**config.mk**
```make
export PLATFORM = sky130hd
export DESIGN_NAME = dsp_config_loader
export DESIGN_NICKNAME = d
export VERILOG_FILES = /design/src/rtl/pirdsp_cfg_pkg.sv /design/src/rtl/dsp_config_loader.sv
export SDC_FILE = /design/constraint.sdc
export NUM_CORES = 1
export LEC_CHECK = 0
export CAP_MARGIN = 20
export CORE_MARGIN = 4
export CORE_UTILIZATION = 48
export DETAILED_ROUTE_END_ITERATION = 7
export PLACE_DENSITY = 0.75
export SYNTH_ARGS = -nofsm -noshare
export SYNTH_HDL_FRONTEND = slang
export SYNTH_SLANG_ARGS = --single-unit
```
**constraint.sdc**
```tcl
create_clock -name clk -period 4.85 [get_ports clk]
set_clock_uncertainty 0.2 [all_clocks]
set_input_delay 0.485 -clock clk [delete_from_list [all_inputs] [get_ports clk]]
set_output_delay 0.485 -clock clk [all_outputs]
set_load 0.01 [all_outputs]
```
**src/rtl/pirdsp_cfg_pkg.sv**
```systemverilog
// Shared types and defaults for PIRDSP slice configuration sequencing.
package pirdsp_cfg_pkg;

  typedef enum logic [1:0] {
    ST_IDLE   = 2'd0,
    ST_SHIFT  = 2'd1,
    ST_SETTLE = 2'd2
  } state_t;

  localparam int unsigned PIRDSP_CFG_WIDTH     = 16;
  localparam int unsigned PIRDSP_SETTLE_CYCLES = 3;

endpackage

```
**src/rtl/dsp_config_loader.sv**
```systemverilog
// Serial config sequencer: shifts a captured word LSB-first into one DSP slice
// chain and holds the slice clock enables low until the pipeline has settled.
module dsp_config_loader
  import pirdsp_cfg_pkg::*;
#(
  parameter int unsigned CFG_WIDTH     = PIRDSP_CFG_WIDTH,
  parameter int unsigned SETTLE_CYCLES = PIRDSP_SETTLE_CYCLES
) (
  input  logic                 clk,
  input  logic                 rst_n,
  input  logic [CFG_WIDTH-1:0] cfg_word,
  input  logic                 cfg_valid,
  output logic                 cfg_ready,
  input  logic                 cfg_abort,
  output logic                 configuration_input,
  output logic                 configuration_enable,
  output logic                 dsp_ce,
  output logic                 busy,
  output logic                 done,
  output logic                 cfg_loaded
);

  localparam int unsigned BIT_W = (CFG_WIDTH > 1) ? $clog2(CFG_WIDTH) : 1;
  localparam int unsigned SET_W = (SETTLE_CYCLES > 0) ? $clog2(SETTLE_CYCLES + 1) : 1;
  localparam logic [BIT_W-1:0] BIT_LAST = BIT_W'(CFG_WIDTH - 1);
  localparam logic [SET_W-1:0] SET_LAST = SET_W'(SETTLE_CYCLES - 1);

  state_t                 state;
  logic [CFG_WIDTH-1:0]   shreg;
  logic [BIT_W-1:0]       bit_cnt;
  logic [SET_W-1:0]       settle_cnt;

  // Bit 0 is driven straight from cfg_word on capture, so the shift register
  // only holds the bits still to be sent.
  always_ff @(posedge clk) begin
    if (!rst_n) begin
      state                <= ST_IDLE;
      shreg                <= '0;
      bit_cnt              <= '0;
      settle_cnt           <= '0;
      cfg_ready            <= 1'b1;
      configuration_input  <= 1'b0;
      configuration_enable <= 1'b0;
      dsp_ce               <= 1'b1;
      busy                 <= 1'b0;
      done                 <= 1'b0;
      cfg_loaded           <= 1'b0;
    end else begin
      done <= 1'b0;
      if (cfg_abort && (state != ST_IDLE)) begin
        state                <= ST_IDLE;
        cfg_ready            <= 1'b1;
        configuration_input  <= 1'b0;
        configuration_enable <= 1'b0;
        dsp_ce               <= 1'b1;
        busy                 <= 1'b0;
        cfg_loaded           <= 1'b0;
      end else begin
        case (state)
          ST_IDLE: begin
            if (cfg_valid) begin
              state                <= ST_SHIFT;
              shreg                <= cfg_word >> 1;
              bit_cnt              <= '0;
              configuration_input  <= cfg_word[0];
              configuration_enable <= 1'b1;
              dsp_ce               <= 1'b0;
              cfg_ready            <= 1'b0;
              busy                 <= 1'b1;
            end
          end
          ST_SHIFT: begin
            if (bit_cnt == BIT_LAST) begin
              state                <= ST_SETTLE;
              settle_cnt           <= '0;
              configuration_input  <= 1'b0;
              configuration_enable <= 1'b0;
            end else begin
              bit_cnt             <= bit_cnt + BIT_W'(1);
              configuration_input <= shreg[0];
              shreg               <= shreg >> 1;
            end
          end
          ST_SETTLE: begin
            if (settle_cnt == SET_LAST) begin
              state      <= ST_IDLE;
              cfg_ready  <= 1'b1;
              dsp_ce     <= 1'b1;
              busy       <= 1'b0;
              done       <= 1'b1;
              cfg_loaded <= 1'b1;
            end else begin
              settle_cnt <= settle_cnt + SET_W'(1);
            end
          end
          default: state <= ST_IDLE;
        endcase
      end
    end
  end

endmodule

```
## After elaboration in Yosys (flattened, before gate mapping)

Index checks and enable logic that the tools add are counted.

| word-level totals | value |
|---|---|
| register bits | 30 |
| input port bits | 20 |
| output and inout port bits | 7 |
| word-level logic and storage cells | 64 |

| operators by class | value |
|---|---|
| add/subtract/negate cells | 2 |
| eq/ne operators | 9 |
| multiplexer cells | 25 |
| bitwise logic cells | 3 |
| reduce and logical (&&, ||, !) cells | 15 |

Operators with widths:

| cell | count |
|---|---|
| two-way mux 16 bit | 2 |
| one-hot mux 16 bit (2 select lines) | 1 |
| two-way mux 2 bit | 5 |
| != test 2 bit (second input constant) | 5 |
| AND reduction 3 bit | 3 |
| two-way mux 1 bit | 8 |
| two-way mux 4 bit | 2 |
| one-hot mux 1 bit (2 select lines) | 4 |
| one-hot mux 4 bit (2 select lines) | 1 |
| AND reduction 4 bit | 2 |
| nonzero test 2 bit | 4 |
| one-hot mux 2 bit (3 select lines) | 1 |
| adder 4 x 1 -> 4 bit (second input constant) | 1 |
| == test 2 bit (second input constant) | 2 |
| == test 4 bit (second input constant) | 1 |
| one-hot mux 2 bit (2 select lines) | 1 |
| AND reduction 2 bit | 2 |
| inverter 1 bit | 3 |
| OR reduction 3 bit | 1 |
| adder 2 x 1 -> 2 bit (second input constant) | 1 |
| == test 2 x 1 -> 1 bit (second input constant) | 1 |
| logical NOT 2 bit | 1 |
| OR reduction 2 bit | 1 |
| logical AND 1 bit | 1 |

## Depth between registers and ports, before layout

Gate-level depths: netlist of run 1.

| logic depth | value |
|---|---|
| depth in word-level cells | 4 |
| gate-level depth with buffers | 6 |
| gate-level depth less buffers | 6 |

## Worst setup path before layout of run 1

Ideal clock, no wire load.

| timing path | value |
|---|---|
| kind | in2reg |
| from | input port cfg_abort |
| to | register shreg[10] |
| library setup time | 91 ps |
| data arrival time | 1,462 ps |
| data required time | 4,559 ps |
| setup slack | 3,097 ps |
| stages | 6 |
| path buffers | 2 |
| cell sequence | buf_2 -> a21o_1 -> a211oi_4 -> buf_6 -> nor2_1 -> a311oi_1 |

| on the way | value |
|---|---|
| word-level cells in the longest chain between the ends | 3 |

RTL lines:

| element | line | text |
|---|---|---|
| start, declared | dsp_config_loader.sv:14 | `input logic cfg_abort,` |
| logical AND 1 bit | dsp_config_loader.sv:50 | `if (cfg_abort && (state != ST_IDLE)) begin` |
| inverter 1 bit (no line) | n/a |  |
| AND reduction 4 bit (no line) | n/a |  |
| end signal, assigned | dsp_config_loader.sv:63 | `shreg <= cfg_word >> 1;` |
| end signal, assigned | dsp_config_loader.sv:81 | `shreg <= shreg >> 1;` |
| end, declared | dsp_config_loader.sv:29 | `logic [CFG_WIDTH-1:0] shreg;` |

No other way between the ends.
A chain may end at the register's enable or synchronous reset.

## Worst setup path in the final report of run 1

| timing path | value |
|---|---|
| from | register state[0] |
| to | register shreg[12] |

| on the way | value |
|---|---|
| word-level cells in the longest chain between the ends | 4 |
| elaborated cells on any way between the ends | 10 |
| those cells by class | 3 x eq/ne; 1 x mux; 1 x bitwise; 5 x reduce/logical |

RTL lines:

| element | line | text |
|---|---|---|
| start, declared | dsp_config_loader.sv:28 | `state_t state;` |
| start signal, assigned | dsp_config_loader.sv:37 | `state <= ST_IDLE;` |
| start signal, assigned | dsp_config_loader.sv:51 | `state <= ST_IDLE;` |
| start signal, assigned | dsp_config_loader.sv:62 | `state <= ST_SHIFT;` |
| branches (longest 4 deep; another with AND reduction 4 bit) | n/a |  |

Several ways; the timed one is not identified.

==> results.sh, run 1 <==
export IMPL_place_inst=215
export IMPL_cts_resized=0
export IMPL_grt_pass1_vias=1226
export IMPL_gp_congestion=0.735
export IMPL_seq_power_share=0.514
export IMPL_crit_arrival_ns=2.39
export IMPL_clockPowerShare=0.322
export IMPL_path_class="reg -> reg"
export IMPL_grt_util_all_layers=0.191
export IMPL_finalCritPeriodShare=0.490
export IMPL_hold_path_class="reg -> reg"
export IMPL_cap_violations=0
export IMPL_die_x_um=61.2
export IMPL_p_sw_w=0.000138
export IMPL_n_antenna_cell=0
export IMPL_p_sw_frac=0.266
export IMPL_die_area_sq_mm=0.00374
export IMPL_core_area_sq_mm=0.00273
export IMPL_totalWireLength_mm=3.05
export IMPL_start_util=0.496
export IMPL_synth_area_leaders="dfxtp_1 (43%), nand2_1 (11%), a311oi_1 (9.7%)"
export IMPL_overflow=0
export IMPL_holdWs_ns=0.280
export IMPL_period_needed_ns=2.37
export IMPL_slew_headroom=0.556
export IMPL_crit_path_start_kind="register"
export IMPL_grt_max_degree=32
export IMPL_avgSynthCellArea_sq_um=7.98
export IMPL_postSynthNetCount=192
export IMPL_vdd_ir_drop_max_v=0.000247
export IMPL_required_ns=4.87
export IMPL_clock_sink_count=29
export IMPL_final_common_cell="nand2_1"
export IMPL_synth_mux_area_frac=0.00738
export IMPL_layout_nets=214
export IMPL_antenna_found_initial=0
export IMPL_cts_hold_buf=0
export IMPL_synth_area_sq_mm=0.00136
export IMPL_netlist_instances=170
export IMPL_ctsLongestPathBuffers=2
export IMPL_intPower_w=0.000382
export IMPL_postCtsSetupBuffers=0
export IMPL_areaGrowthSynthToFinish_pct=23.0
export IMPL_io_pins=27
export IMPL_comb_power_share=0.164
export IMPL_cp_end_kind="register"
export IMPL_synth_simple_area_share=0.264
export IMPL_multi_input_area_sq_um=681
export IMPL_outcome="complete, no violations"
export IMPL_crit_fanout=29
export IMPL_p_total_w=0.000520
export IMPL_rows=19
export IMPL_cts_tree="built"
export IMPL_fill_cells=246
export IMPL_h_tree_depth=2
export IMPL_clk_pin_slew_worst_paths_ns=0.09
export IMPL_drive_gt1_frac=0.0570
export IMPL_finalSetupViolCount=0
export IMPL_rsz0062_at_grt="no"
export IMPL_synth_top_area_cell="dfxtp_1"
export IMPL_wire_per_inst_um=13.6
export IMPL_synth_adder_area_share=0.0185
export IMPL_layout_common_cells="nand2_1 (38), dfxtp_1 (29), clkdlybuf4s50_1 (26)"
export IMPL_yosys_warnings=0
export IMPL_fmax_ghz=0.421
export IMPL_hold_viol=0
export IMPL_dp_hpwl_mm=2.18
export IMPL_powerDensity_mw_per_mm2=312
export IMPL_drtPass1Iterations=4
export IMPL_synth_compound_area_frac=0.212
export IMPL_p_leak_nw=0.640
export IMPL_vias=1274
export IMPL_finalSetupTns_ns=0
export IMPL_synth_top_area_share=0.428
export IMPL_drt_iter0_markers=31
export IMPL_die_h_um=61.2
export IMPL_maxSlewViolCount=0
export IMPL_synth_seq_cells=29
export IMPL_fin_cells=224
export IMPL_via_per_inst=5.69
export IMPL_worst_pin_slew_ns=0.664
export IMPL_synth_cell_types=30
export IMPL_drc=0
export IMPL_clk_latency_ns=0.32
export IMPL_regArea_sq_um=581
export IMPL_seq_area_frac_synth=0.428
export IMPL_synth_top_family_by_area="simple AND/OR/NAND/NOR gates"
export IMPL_numCtsBuffers=5
export IMPL_ant_nets=0
export IMPL_cts_root_buffer="clkbuf_4"
export IMPL_grt_pass1_wl_mm=5.25
export IMPL_portBuffers=26
export IMPL_synth_xor_area_frac=0
stage by stage:
| step | utilization | setup slack [ns] | area [sq um] |
|---|---|---|---|
| 3_3_place_gp | 0.579 | 2.13 | 1580 |
| 4_1_cts | 0.605 | 2.22 | 1650 |
| 6_report | 0.610 | 2.48 | 1670 |
| 2_1_floorplan | - | 3.10 | 1360 |
| 5_1_grt | 0.610 | 2.31 | 1670 |
| 3_5_place_dp | 0.579 | 1.99 | 1580 |
state kept, by name (all words and copies together), names as in the netlist:
| signal | count |
|---|---|
| bit_cnt | 4 |
| busy | 1 |
| cfg_loaded | 1 |
| configuration_enable | 1 |
| configuration_input | 1 |
| done | 1 |
| dsp_ce | 1 |
| settle_cnt | 2 |
| shreg | 15 |
| state | 2 |
synth_stat cells, drive strengths merged:
cell type	count
a211oi	3
a21o	2
a21oi	6
a311oi	15
a31oi	1
and3	1
buf	8
clkbuf	5
clkinv	1
dfxtp	29
ha	2
inv	3
mux2i	1
nand2	38
nand2b	3
nand3	7
nand3b	3
nand4	1
nor2	22
nor2b	4
nor3	1
nor3b	1
o21ai	7
o21bai	1
o22ai	2
o31ai	2
or3	1
cells by family (layout without fill, tap and decap cells):
logic type | after synthesis | in the layout
buf+inv | 17 | 40
fa+ha+maj | 2 | 2
mux | 1 | 1
simple gates | 82 | 82
flops | 29 | 29
compound gates | 39 | 39
metal layers:
metal / part of all wire / track usage
met4: 0.017 / 0.0557
met3: 0.055 / 0.0755
met1: 0.45 / 0.228
met5: 0 / 0
met2: 0.48 / 0.317
critical path: stages, from the launching register on:
cell      delay, ns
dfxtp_1        0.62
nor2b_1        0.61
buf_4          0.29
a211oi_4       0.09
buf_8          0.18
a311oi_1       0.27
path summary, 6_finish.rpt:
kind         startpoint        end  slack (ns)  cells after the start
min reg2reg    shreg[7]   shreg[6]        0.28                      2
max reg2reg    state[0]  shreg[12]        2.48                      5
max            state[0]  shreg[12]        2.48                      5
min            shreg[7]   shreg[6]        0.28                      2
final cells by class:
class                           count  share of cell area
Inverter                            4             0.00900
Sequential cell                    29               0.348
Timing Repair Buffer               28               0.170
Clock inverter                      1             0.00300
Tap cell                           31              0.0233
Multi-Input combinational cell    124               0.408
Clock buffer                        7              0.0390
power by group through the flow:
stage,logic (W),registers [W],clock network (W)
floorplan,0.0000554,0.000270,0
global placement,0.0000798,0.000272,0
detailed placement,0.0000832,0.000273,0
CTS,0.0000835,0.000267,0.000170
global route,0.0000957,0.000270,0.000183
finish,0.0000855,0.000267,0.000167
Power figures use the tool's default switching activity.
==> run 2, diff against run 1 <==
- CORE_UTILIZATION: 48 -> 45
- PLACE_DENSITY: 0.75 -> 0.74
- clock period: 4.85 -> 2.15 ns (I/O delays scaled with it)
==> run 2 against run 1 <==
Against the previous run:
- final area rose by 2.1%
- sequential power grew 120%
- final cell count is 2.7% higher
- routed wire length grew 1.0%
- total power up 120%
- clock power grew 98%
- largest power group unchanged
==> results.sh, run 2 (synthesis results as in run 1) <==
export IMPL_cts_root_buffer="clkbuf_4"
export IMPL_r2r_end="shreg[8]"
export IMPL_cts_hold_buf=0
export IMPL_fmax_ghz=0.523
export IMPL_numCtsBuffers=5
export IMPL_layout_nets=220
export IMPL_crit_arrival_ns=1.96
export IMPL_final_area_sq_mm=0.00170
export IMPL_clock_sink_count=29
export IMPL_drive_gt1_frac=0.0854
export IMPL_required_ns=2.20
export IMPL_outcome="complete, no violations"
export IMPL_largestRegisters="shreg x15, bit_cnt x4"
export IMPL_regMostFlops="shreg"
export IMPL_via_per_inst=5.60
export IMPL_layout_common_cells="nand2_1 (38), dfxtp_1 (29), clkdlybuf4s50_1 (26)"
export IMPL_grt_util_all_layers=0.173
export IMPL_die_x_um=62.9
export IMPL_powerDensity_mw_per_mm2=667
export IMPL_drtPass1Iterations=4
export IMPL_totalWireLength_mm=3.08
export IMPL_gr_usage_met2=0.295
export IMPL_cp_end_kind="register"
export IMPL_rows=19
export IMPL_finalSetupViolCount=0
export IMPL_areaGrowthSynthToFinish_pct=25.6
export IMPL_wire_per_inst_um=13.4
export IMPL_vdd_ir_drop_max_v=0.000375
export IMPL_holdWs_ns=0.240
export IMPL_core_area_sq_mm=0.00283
export IMPL_min_from="cfg_word[10]"
export IMPL_timing_final_ws_setup_ns=0.237
export IMPL_grt_busiest_layer="met2"
export IMPL_crit_path_start_kind="register"
export IMPL_drt_iter0_markers=71
export IMPL_rsz0062_at_grt="no"
export IMPL_final_util=0.602
export IMPL_period_needed_ns=1.91
export IMPL_die_area_sq_mm=0.00396
export IMPL_hold_viol=0
export IMPL_clk_pin_slew_worst_paths_ns=0.10
export IMPL_place_area_sq_mm=0.00165
export IMPL_rr_worst_depth=6
export IMPL_worst_pin_slew_ns=0.477
export IMPL_io_pins=27
export IMPL_cap_violations=0
export IMPL_grt_pass1_wl_mm=5.40
export IMPL_final_common_cell="nand2_1"
export IMPL_grt_use_met3=0.0612
export IMPL_maxSlewViolCount=0
export IMPL_hold_depth=3
export IMPL_drc=0
export IMPL_p_leak_nw=0.661
export IMPL_n_antenna_cell=0
export IMPL_gp_congestion=0.788
export IMPL_crit_fanout=31
export IMPL_overflow=0
export IMPL_ctsLongestPathBuffers=2
export IMPL_antenna_found_initial=0
export IMPL_ff2ff_setup_slack_ns=0.24
export IMPL_cts_tree="built"
export IMPL_hold_path_class="in -> reg"
export IMPL_clk_latency_ns=0.34
export IMPL_slew_headroom=0.680
export IMPL_dpl_worst_slack_ns=0.236
export IMPL_portBuffers=26
export IMPL_postCtsSetupBuffers=0
export IMPL_h_tree_depth=2
export IMPL_ant_nets=0
export IMPL_largest_register_ffs=15
export IMPL_cts_resized=0
export IMPL_grt_pass1_vias=1260
export IMPL_finalCritPeriodShare=0.890
export IMPL_die_h_um=62.9
export IMPL_r2r_start="bit_cnt[0]"
export IMPL_grt_use_met1=0.184
export IMPL_vias=1289
export IMPL_dp_hpwl_mm=2.20
export IMPL_start_util=0.479
export IMPL_grt_max_degree=32
export IMPL_whs_endpoint="shreg[9]"
export IMPL_finalSetupTns_ns=0
export IMPL_path_class="reg -> reg"
run 2: final cells by class:
| type | instances | area, sq um |
|---|---|---|
| tap | 31 | 38.8 |
| inverter | 4 | 15.0 |
| sequential | 29 | 581 |
| clock inverter | 3 | 17.5 |
| timing repair buffer | 34 | 333 |
| fill | 255 | 1130 |
| multi-input combinational | 124 | 681 |
| clock buffer | 5 | 37.5 |
run 2: worst max-delay path by stage:
stage                from         to  slack [ns]  cells after the start
2_1_floorplan  bit_cnt[0]  shreg[10]        0.40                      6
3_3_place_gp    cfg_abort   shreg[0]        0.31                      6
3_5_place_dp   bit_cnt[0]  shreg[10]        0.24                      6
4_1_cts        bit_cnt[0]  shreg[10]        0.23                      6
5_1_grt        bit_cnt[0]   shreg[1]        0.08                      6
6_report       bit_cnt[0]   shreg[8]        0.24                      6
run 2: stage by stage:
step	power, W	instances
6_report	0.00114	230
3_5_place_dp	0.000821	222
3_3_place_gp	0.000812	222
2_1_floorplan	0.000735	170
5_1_grt	0.00121	230
4_1_cts	0.00115	230
run 2: critical path, cell delays in order, from the launching register on:
cell and delay [ns]:
dfxtp_1 0.34, ha_1 0.24, and3_1 0.24, a211oi_4 0.29
buf_12 0.21, nor2_1 0.05, a311oi_1 0.25
run 2: where the power goes:
part	switching (W)	leakage [nW]	total, W	internal, W
Sequential	0.0000230	0.239	0.000599	0.000576
Combinational	0.000101	0.391	0.000207	0.000106
Clock	0.000207	0.0310	0.000330	0.000123
run 2: layer usage:
metal,part of all wire,up-vias
met5,0,-
met4,0.013,0
met3,0.042,4
met2,0.52,28
met1,0.43,606
li1,-,651
